===== src/rtl/riscv_mem_arbiter_if.sv =====
// rtl/riscv_mem_arbiter_if.sv - fetch, data and SRAM signal bundle for riscv_mem_arbiter
interface riscv_mem_arbiter_if #(
  parameter int ADDR_WIDTH = 32,
  parameter int DATA_WIDTH = 32
);
  logic                  if_req;
  logic [ADDR_WIDTH-1:0] if_addr;
  logic [31:0]           if_data_0;
  logic [31:0]           if_data_1;
  logic                  if_ready;

  logic                  d_req;
  logic [ADDR_WIDTH-1:0] d_addr;
  logic [DATA_WIDTH-1:0] d_wdata;
  logic                  d_wen;
  logic [3:0]            d_byte_en;
  logic [DATA_WIDTH-1:0] d_rdata;
  logic                  d_ready;

  logic                  mem_en;
  logic                  mem_we;
  logic [ADDR_WIDTH-1:0] mem_addr;
  logic [DATA_WIDTH-1:0] mem_wdata;
  logic [3:0]            mem_byte_en;
  logic [DATA_WIDTH-1:0] mem_rdata;

  modport slave (
    input  if_req, if_addr, d_req, d_addr, d_wdata, d_wen, d_byte_en, mem_rdata,
    output if_data_0, if_data_1, if_ready, d_rdata, d_ready,
    output mem_en, mem_we, mem_addr, mem_wdata, mem_byte_en
  );

  modport master (
    output if_req, if_addr, d_req, d_addr, d_wdata, d_wen, d_byte_en, mem_rdata,
    input  if_data_0, if_data_1, if_ready, d_rdata, d_ready,
    input  mem_en, mem_we, mem_addr, mem_wdata, mem_byte_en
  );
endinterface


===== src/rtl/riscv_mem_arbiter.sv =====
// rtl/riscv_mem_arbiter.sv - shares one single-port SRAM between dual-word fetch and load/store ports
module riscv_mem_arbiter #(
  parameter int ADDR_WIDTH    = 32,
  parameter int DATA_WIDTH    = 32,
  parameter bit DATA_PRIORITY = 1'b1
) (
  input logic                clk,
  input logic                rst,
  riscv_mem_arbiter_if.slave bus
);
  localparam logic [2:0] IDLE   = 3'd0;
  localparam logic [2:0] IF_RD0 = 3'd1;
  localparam logic [2:0] IF_RD1 = 3'd2;
  localparam logic [2:0] IF_RSP = 3'd3;
  localparam logic [2:0] D_RD   = 3'd4;
  localparam logic [2:0] D_RSP  = 3'd5;
  localparam logic [2:0] D_WR   = 3'd6;

  localparam logic [ADDR_WIDTH-1:0] WORD_MASK = ~(ADDR_WIDTH'(3));
  localparam logic [ADDR_WIDTH-1:0] WORD_STEP = ADDR_WIDTH'(4);

  logic [2:0]            state;
  logic                  last_grant_data;
  logic [ADDR_WIDTH-1:0] base_addr;
  logic [DATA_WIDTH-1:0] wdata_q;
  logic [3:0]            byte_en_q;
  logic                  if_ready_q;
  logic                  d_ready_q;
  logic [31:0]           if_data_0_q;
  logic [31:0]           if_data_1_q;
  logic [DATA_WIDTH-1:0] d_rdata_q;

  logic                  if_eligible;
  logic                  d_eligible;
  logic                  grant_data;

  logic                  mem_en_c;
  logic                  mem_we_c;
  logic [ADDR_WIDTH-1:0] mem_addr_c;
  logic [DATA_WIDTH-1:0] mem_wdata_c;
  logic [3:0]            mem_byte_en_c;

  // A request still held during its own ready pulse is the one just served.
  assign if_eligible = bus.if_req && !if_ready_q;
  assign d_eligible  = bus.d_req && !d_ready_q;
  assign grant_data  = d_eligible && (!if_eligible || DATA_PRIORITY || !last_grant_data);

  always_comb begin
    mem_en_c      = 1'b0;
    mem_we_c      = 1'b0;
    mem_addr_c    = '0;
    mem_wdata_c   = '0;
    mem_byte_en_c = '0;
    case (state)
      IF_RD0, D_RD: begin
        mem_en_c   = 1'b1;
        mem_addr_c = base_addr;
      end
      IF_RD1: begin
        mem_en_c   = 1'b1;
        mem_addr_c = base_addr + WORD_STEP;
      end
      D_WR: begin
        mem_en_c      = 1'b1;
        mem_we_c      = 1'b1;
        mem_addr_c    = base_addr;
        mem_wdata_c   = wdata_q;
        mem_byte_en_c = byte_en_q;
      end
      default: ;
    endcase
  end

  always_ff @(posedge clk or posedge rst) begin
    if (rst) begin
      state           <= IDLE;
      last_grant_data <= 1'b0;
      base_addr       <= '0;
      wdata_q         <= '0;
      byte_en_q       <= '0;
      if_ready_q      <= 1'b0;
      d_ready_q       <= 1'b0;
      if_data_0_q     <= '0;
      if_data_1_q     <= '0;
      d_rdata_q       <= '0;
    end else begin
      if_ready_q <= 1'b0;
      d_ready_q  <= 1'b0;
      case (state)
        IDLE: begin
          if (grant_data) begin
            base_addr       <= bus.d_addr & WORD_MASK;
            wdata_q         <= bus.d_wdata;
            byte_en_q       <= bus.d_byte_en;
            last_grant_data <= 1'b1;
            state           <= bus.d_wen ? D_WR : D_RD;
          end else if (if_eligible) begin
            base_addr       <= bus.if_addr & WORD_MASK;
            last_grant_data <= 1'b0;
            state           <= IF_RD0;
          end
        end
        IF_RD0: state <= IF_RD1;
        IF_RD1: begin
          if_data_0_q <= bus.mem_rdata[31:0];
          state       <= IF_RSP;
        end
        IF_RSP: begin
          if_data_1_q <= bus.mem_rdata[31:0];
          if_ready_q  <= 1'b1;
          state       <= IDLE;
        end
        D_RD: state <= D_RSP;
        D_RSP: begin
          d_rdata_q <= bus.mem_rdata;
          d_ready_q <= 1'b1;
          state     <= IDLE;
        end
        D_WR: begin
          d_ready_q <= 1'b1;
          state     <= IDLE;
        end
        default: state <= IDLE;
      endcase
    end
  end

  assign bus.if_data_0   = if_data_0_q;
  assign bus.if_data_1   = if_data_1_q;
  assign bus.if_ready    = if_ready_q;
  assign bus.d_rdata     = d_rdata_q;
  assign bus.d_ready     = d_ready_q;
  assign bus.mem_en      = mem_en_c;
  assign bus.mem_we      = mem_we_c;
  assign bus.mem_addr    = mem_addr_c;
  assign bus.mem_wdata   = mem_wdata_c;
  assign bus.mem_byte_en = mem_byte_en_c;
endmodule


===== src/flat_wrapper.sv =====
// flat-port wrapper written by rule: the top's interface ports become plain ports
module riscv_mem_arbiter_flat 
#(
  parameter int ADDR_WIDTH    = 32,
  parameter int DATA_WIDTH    = 32,
  parameter bit DATA_PRIORITY = 1'b1
)
  (clk, rst, bus_if_req, bus_if_addr, bus_d_req, bus_d_addr, bus_d_wdata, bus_d_wen, bus_d_byte_en, bus_mem_rdata, bus_if_data_0, bus_if_data_1, bus_if_ready, bus_d_rdata, bus_d_ready, bus_mem_en, bus_mem_we, bus_mem_addr, bus_mem_wdata, bus_mem_byte_en);
  riscv_mem_arbiter_if #(.ADDR_WIDTH(ADDR_WIDTH), .DATA_WIDTH(DATA_WIDTH)) bus_i ();
  input logic clk;
  input logic rst;
  input wire logic [$bits(bus_i.if_req)-1:0] bus_if_req;
  input wire logic [$bits(bus_i.if_addr)-1:0] bus_if_addr;
  input wire logic [$bits(bus_i.d_req)-1:0] bus_d_req;
  input wire logic [$bits(bus_i.d_addr)-1:0] bus_d_addr;
  input wire logic [$bits(bus_i.d_wdata)-1:0] bus_d_wdata;
  input wire logic [$bits(bus_i.d_wen)-1:0] bus_d_wen;
  input wire logic [$bits(bus_i.d_byte_en)-1:0] bus_d_byte_en;
  input wire logic [$bits(bus_i.mem_rdata)-1:0] bus_mem_rdata;
  output wire logic [$bits(bus_i.if_data_0)-1:0] bus_if_data_0;
  output wire logic [$bits(bus_i.if_data_1)-1:0] bus_if_data_1;
  output wire logic [$bits(bus_i.if_ready)-1:0] bus_if_ready;
  output wire logic [$bits(bus_i.d_rdata)-1:0] bus_d_rdata;
  output wire logic [$bits(bus_i.d_ready)-1:0] bus_d_ready;
  output wire logic [$bits(bus_i.mem_en)-1:0] bus_mem_en;
  output wire logic [$bits(bus_i.mem_we)-1:0] bus_mem_we;
  output wire logic [$bits(bus_i.mem_addr)-1:0] bus_mem_addr;
  output wire logic [$bits(bus_i.mem_wdata)-1:0] bus_mem_wdata;
  output wire logic [$bits(bus_i.mem_byte_en)-1:0] bus_mem_byte_en;
  assign bus_i.if_req = bus_if_req;
  assign bus_i.if_addr = bus_if_addr;
  assign bus_i.d_req = bus_d_req;
  assign bus_i.d_addr = bus_d_addr;
  assign bus_i.d_wdata = bus_d_wdata;
  assign bus_i.d_wen = bus_d_wen;
  assign bus_i.d_byte_en = bus_d_byte_en;
  assign bus_i.mem_rdata = bus_mem_rdata;
  assign bus_if_data_0 = bus_i.if_data_0;
  assign bus_if_data_1 = bus_i.if_data_1;
  assign bus_if_ready = bus_i.if_ready;
  assign bus_d_rdata = bus_i.d_rdata;
  assign bus_d_ready = bus_i.d_ready;
  assign bus_mem_en = bus_i.mem_en;
  assign bus_mem_we = bus_i.mem_we;
  assign bus_mem_addr = bus_i.mem_addr;
  assign bus_mem_wdata = bus_i.mem_wdata;
  assign bus_mem_byte_en = bus_i.mem_byte_en;
  riscv_mem_arbiter #(.ADDR_WIDTH(ADDR_WIDTH), .DATA_WIDTH(DATA_WIDTH), .DATA_PRIORITY(DATA_PRIORITY)) u_core (.clk(clk), .rst(rst), .bus(bus_i));
endmodule

===== config.mk =====
export PLATFORM = sky130hd
export DESIGN_NAME = riscv_mem_arbiter_flat
export DESIGN_NICKNAME = d
export VERILOG_FILES = /design/src/rtl/riscv_mem_arbiter_if.sv /design/src/rtl/riscv_mem_arbiter.sv /design/src/flat_wrapper.sv
export SDC_FILE = /design/constraint.sdc
export NUM_CORES = 1
export LEC_CHECK = 0
export CORE_AREA = 2 2 164 166
export CTS_CLUSTER_DIAMETER = 80
export DETAILED_ROUTE_END_ITERATION = 7
export DIE_AREA = 0 0 166 168
export GPL_TIMING_DRIVEN = 0
export PLACE_DENSITY_LB_ADDON = 0.2
export SYNTH_ARGS = -nofsm -noshare
export SYNTH_HDL_FRONTEND = slang
export SYNTH_SLANG_ARGS = --single-unit

===== constraint.sdc =====
create_clock -name clk -period 10.3 [get_ports clk]
set_clock_uncertainty 0.05 [all_clocks]
set_input_delay 2.06 -clock clk [delete_from_list [all_inputs] [get_ports clk]]
set_output_delay 2.06 -clock clk [all_outputs]
set_load 0.01 [all_outputs]

* Word level (Yosys, flattened, before mapping)
Cells that the tools add are included.
** Storage, ports and cells
- Flip-flop bits (word level) :: 169
- Input port bits :: 137
- Output and inout port bits :: 168
- Word-level logic and storage cells :: 41
** Operators by class
- Add/subtract/negate cells :: 1
- Eq/ne operators :: 7
- Mux-type cells :: 13
- Reduce and logical (&&, ||, !) cells :: 11
** Operators with widths (number)
- 2-to-1 mux 32 bit :: 3
- one-hot mux 32 bit (2 select lines) :: 1
- adder 32 x 3 -> 32 bit (second input constant) :: 1
- one-hot mux 3 bit (4 select lines) :: 1
- equality test 3 bit (second input constant) :: 3
- equality test 3 x 2 -> 1 bit (second input constant) :: 2
- 2-to-1 mux 3 bit :: 2
- 2-to-1 mux 1 bit :: 4
- 2-to-1 mux 4 bit :: 1
- AND reduction 2 bit :: 2
- OR reduction 4 bit :: 1
- equality test 3 x 1 -> 1 bit (second input constant) :: 1
- logical NOT 3 bit :: 1
- inequality test 3 x 1 -> 1 bit (second input constant) :: 1
- OR reduction 3 bit :: 1
- logical AND 1 bit :: 2
- logical NOT 1 bit :: 2
- 2-to-1 mux 2 bit :: 1
- nonzero test 2 bit :: 1
- OR reduction 2 bit :: 1

* Depth between registers and ports, before layout
- Word-level depth :: 5
- Depth in mapped cells :: 7
- Depth with buffers taken out :: 6

* Worst setup path after synthesis
No wires, ideal clock.
- Path kind :: flip-flop to output port
- From :: register u_core.base_addr[2]
- To :: output bus_mem_addr[28]
- Arrival time :: 1.713 ns
- Path slack :: 6.477 ns
- Cell stages (with the launch flop) :: 7
- Path buffers :: 1
- Path through :: dfrtp_1 -> ha_1 -> nand3_1 -> nor4_2 -> buf_4 -> nand4_1 -> o31ai_1
** Between the ends
- Word-level cells in the longest chain between the ends :: 2
** Ends and longest elaborated chain
- from (decl) :: RTL line riscv_mem_arbiter.sv:24 : logic [ADDR_WIDTH-1:0] base_addr;
- from (signal assigned) :: RTL line riscv_mem_arbiter.sv:92 : base_addr <= bus.d_addr & WORD_MASK;
- from (signal assigned) :: RTL line riscv_mem_arbiter.sv:98 : base_addr <= bus.if_addr & WORD_MASK;
- adder 32 x 3 -> 32 bit :: RTL line riscv_mem_arbiter.sv:61 : mem_addr_c = base_addr + WORD_STEP;
- one-hot mux 32 bit (2 select lines) :: RTL line riscv_mem_arbiter.sv:54 : case (state)
- to (decl) :: RTL line flat_wrapper.sv:27 : output wire logic [$bits(bus_i.mem_addr)-1:0] bus_mem_addr;
Every way passes these cells.

* Worst setup path after layout
- From :: register u_core.state[1]
- To :: output bus_mem_addr[29]
** Between the ends
- Word-level cells in the longest chain between the ends :: 3
- Elaborated cells between the ends (all ways) :: 6
** Ends and longest elaborated chain
- from (decl) :: RTL line riscv_mem_arbiter.sv:22 : logic [2:0] state;
- from (signal assigned) :: RTL line riscv_mem_arbiter.sv:96 : state <= bus.d_wen ? D_WR : D_RD;
- equality test 3 bit / equality test 3 x 1 -> 1 bit (equally long branches) :: RTL line riscv_mem_arbiter.sv:54
- OR reduction 3 bit (no source line)
- one-hot mux 32 bit (2 select lines) (*) :: RTL line riscv_mem_arbiter.sv:54
Mark *: on every way between the ends. The rest lies on a longest branch, timed or not.

==> tab_implementation.tex <==
\begin{tabular}{lr}
\hline
Metric & Value \\
\hline
\multicolumn{2}{l}{\textbf{STA}} \\
\quad Worst Setup Slack, final & 4980 ps \\
\quad Unrepaired setup endpoints after global routing & false \\
\quad FMAX & 188 MHz \\
\quad Post-layout min period & roughly 5300 ps \\
\quad Worst slew margin & 34.8\% \\
\quad Final setup fails & 0 \\
\quad Accumulated negative setup slack & 0 ps \\
\quad Number of hold violations in the final report & 0 \\
\quad Slew @ Worst Pin & roughly 950 ps \\
\quad Final max-slew violation count & 0 \\
\quad Fin crit share & between 50\% and 60\% \\
\multicolumn{2}{l}{\textbf{Pwr}} \\
\quad Worst voltage drop across the vdd grid & between 100 and 150 uV \\
\quad Share of total power consumed by net switching & around two fifths \\
\quad Pwr Density & between 300 and 400 nW/um2 \\
\quad Share of power burned in the clock network & between 10\% and 20\% \\
\quad Internal power & $\sim$2.2 mW \\
\quad Leakage component of the power & 5.08 nW \\
\quad Net Sw Power & 1.41 mW \\
\quad Gate power share & 49.2\% \\
\quad Relative contribution of sequential cells to total power & around a third \\
\multicolumn{2}{l}{\textbf{Run status}} \\
\quad Outcome & finished, final reports clean \\
\multicolumn{2}{l}{\textbf{CTS}} \\
\quad CTS tree & built \\
\quad Clk Latency, worst-skew pair & $\sim$420 ps \\
\quad Post-CTS repair timing setup buffer count & 0 \\
\quad \# H-tree levels & 4 \\
\quad Count of clock tree sinks & $\sim$170 \\
\quad Largest buffer count on any clock path & 2 \\
\quad Post-CTS Hold Buffers & 0 \\
\quad Reg clk slew, reported paths & approximately 70 ps \\
\quad Count of cells resized by post-cts repair & 0 \\
\quad Total CTS buffers & 17 \\
\quad Root buf cell & clkbuf\_16 \\
\multicolumn{2}{l}{\textbf{Cells and area}} \\
\quad Filler Cell Count & 2584 \\
\quad Net total in the final layout & roughly 1200 \\
\quad Share of cells above drive strength 1 & 9.49\% \\
\quad Area Overhead vs Synth & 52.4\% \\
\quad Combined area of the multi-input logic cells & between 3000 and 4000 um2 \\
\quad Register area & 4180 um2 \\
\quad Final antenna diode count & 0 \\
\multicolumn{2}{l}{\textbf{Route}} \\
\quad Number of DRC violations after detailed routing & 0 \\
\quad Drt wl/cell & 16.9 um \\
\quad Average via count per standard cell & 4.71 \\
\quad Antenna Nets Post-Route & 0 \\
\quad Total via count in the routed design & around 6800 \\
\quad Number of iterations in the first detailed-routing pass & 5 \\
\quad Total wire length & about 25000 um \\
\quad Iteration-0 DRC count of the detailed router & between 300 and 400 \\
\multicolumn{2}{l}{\textbf{Global routing}} \\
\quad Total routing resource utilization after global routing & about 18\% \\
\quad Grt ovf & 0 \\
\quad Initial antenna violation count & 0 \\
\quad Global-route wire length before repair & 39200 um \\
\quad Number of global-route vias before repair & slightly below 7000 \\
\quad Largest net degree at the start of global routing & 91 \\
\multicolumn{2}{l}{\textbf{Synth}} \\
\quad Number of synthesized flops with an enable pin & 0 \\
\quad Sequential fraction of the synthesis area & 54.3\% \\
\quad Post-synthesis cell type count & 42 \\
\quad Cell Area, Synth & about 7700 um2 \\
\quad Number of warnings reported in the yosys synthesis log & 0 \\
\quad Ys async rst share & 100\% \\
\quad Flip-flop cell with the highest count after synthesis & dfrtp\_1 \\
\quad Mapped Cells & between 700 and 800 \\
\quad Post-synthesis average cell area & a little under 10 um2 \\
\quad Seq cells post-synth & 167 \\
\multicolumn{2}{l}{\textbf{Floorplan}} \\
\quad Starting Density & roughly 30\% \\
\quad Total I/O pin count & approximately 300 \\
\quad Die Ht & between 150 and 200 um \\
\quad Chip width & 166 um \\
\quad Rows & 60 \\
\quad Placeable core region & $\sim$26000 um2 \\
\quad Area of the die & between 20000 and 30000 um2 \\
\multicolumn{2}{l}{\textbf{Worst setup path}} \\
\quad Worst path arrival time & $\sim$3200 ps \\
\quad Kind of critical path & flip-flop to output port \\
\quad Largest fanout on the critical path & 10 \\
\quad Type of element launching the critical path & flip-flop \\
\quad Endpoint type of the worst setup path & output port \\
\quad Worst Path Required & 8190 ps \\
\multicolumn{2}{l}{\textbf{Run}} \\
\quad Max-capacitance violation count & 0 \\
\multicolumn{2}{l}{\textbf{Placement}} \\
\quad Global placement routability congestion & slightly below 0.8 \\
\quad Input/output buffers & about 300 \\
\quad Hpwl dp & between 15000 and 20000 um \\
\quad Worst setup slack before clock tree synthesis & between 5000 and 6000 ps \\
\multicolumn{2}{l}{\textbf{Hold path}} \\
\quad Hold WC Path Type & flip-flop to flip-flop \\
\hline
\end{tabular}
-- logic make-up after synthesis --
kind of cell    Yosys count  synth area share, %
mux                     100                 14.1
fa+ha+maj                 1                0.163
compound gates          110                 8.41
simple gates            341                 19.9
buf+inv                  55                 3.06
flops                   167                 54.3
other cells               1               0.0487
-- state kept, by name, summed over array words and instances (netlist names) --
register              flops
u_core.wdata_q           32
u_core.state              3
u_core.bus.d_rdata       32
u_core.bus.if_data_0     32
u_core.byte_en_q          4
u_core.base_addr         30
u_core.bus.d_ready        1
u_core.bus.if_data_1     32
u_core.bus.if_ready       1
-- path summary, 6_finish.rpt --
| path | slack (ps) | end | cells after the start | from |
|---|---|---|---|---|
| worst max-delay path | 4980 | bus_mem_addr[29] | 6 | u_core.state[1] |
| worst min-delay path | 420 | u_core.bus.if_data_0[31] | 2 | u_core.bus.if_data_0[31] |
| worst max register to register | 8100 | u_core.bus.d_rdata[5] | 4 | u_core.state[1] |
| worst min register to register | 420 | u_core.bus.if_data_0[31] | 2 | u_core.bus.if_data_0[31] |
| max in group asynchronous | 7280 | u_core.bus.d_rdata[5] | 3 | rst |
| min in group asynchronous | 2070 | u_core.wdata_q[14] | 2 | rst |
-- per-layer routing --
metal	up-vias	wire length [um]	global-route usage, %
li1	3275	-	-
met1	3262	10900	22.8
met2	242	11200	28.1
met3	42	1750	5.64
met4	0	715	6.65
met5	-	0	0
-- per-stage QoR --
stage | std cells | total power, mW | util (%) | hold slack [ps] | instance area, um2
2_1_floorplan | 776 | 2.05 | - | 406 | 7700
3_3_place_gp | 1415 | 2.96 | 42.2 | 407 | 11100
3_5_place_dp | 1416 | 2.98 | 42.3 | 412 | 11100
4_1_cts | 1447 | 3.64 | 44.5 | 430 | 11700
5_1_grt | 1447 | 3.87 | 44.5 | 441 | 11700
6_report | 1447 | 3.60 | 44.5 | 422 | 11700
-- cells in the mapped netlist (10+ instances only) --
| cell type | count | area [um2] |
|---|---|---|
| clkbuf_1 | 33 | 124 |
| nand2_1 | 247 | 927 |
| o21ai_0 | 20 | 100 |
| nand3_1 | 11 | 55.1 |
| o21ai_1 | 49 | 245 |
| mux2_1 | 19 | 214 |
| dfrtp_1 | 167 | 4180 |
| buf_2 | 11 | 55.1 |
| o31ai_1 | 11 | 82.6 |
| and2_1 | 38 | 238 |
| mux2i_1 | 31 | 310 |
| a31oi_1 | 10 | 62.6 |
| nor2_1 | 11 | 41.3 |
| mux2_2 | 50 | 563 |
| nand4_1 | 12 | 75.1 |
-- cell type report --
class | count | share of cell area (%)
Timing Repair Buffer | 299 | 25.7
Inverter | 2 | 0.128
Multi-Input combinational cell | 554 | 28.0
Clock inverter | 14 | 1.37
Sequential cell | 167 | 35.6
Tap cell | 341 | 3.64
Clock buffer | 17 | 3.63
Buffer | 53 | 1.94
-- power by group through the flow --
stage	sequential (mW)	clock (mW)	combinational [mW]
floorplan	1.25	0	0.801
global placement	1.18	0	1.77
detailed placement	1.19	0	1.79
global route	1.23	0.690	1.94
CTS	1.19	0.663	1.79
finish	1.19	0.642	1.77
-- cells in the final DEF, fill, tap and decap left out, drive strengths merged, types with 3 or more instances in the layout --
master / synthesis / routed
clkdlybuf4s50: 0 / 298
a211oi: 3 / 3
nor4: 4 / 4
a41oi: 5 / 5
mux2: 69 / 69
clkbuf: 33 / 50
clkinv: 0 / 7
dfrtp: 167 / 167
nand2: 247 / 247
o21ai: 69 / 69
nand4: 13 / 13
nand3: 11 / 11
inv: 2 / 7
o31ai: 11 / 11
mux2i: 31 / 31
and2: 38 / 38
a31oi: 10 / 10
a21oi: 5 / 5
o41ai: 3 / 3
nor3: 4 / 4
nor2: 11 / 11
buf: 20 / 21
-- critical path, cell delays in order (launching register included) --
cell,delay (ps)
dfrtp_1,330
clkbuf_1,320
nor3b_2,570
clkbuf_1,460
nand4_1,200
o31ai_1,290
clkdlybuf4s50_1,610
No activity file was read; power rests on OpenSTA's default activity.
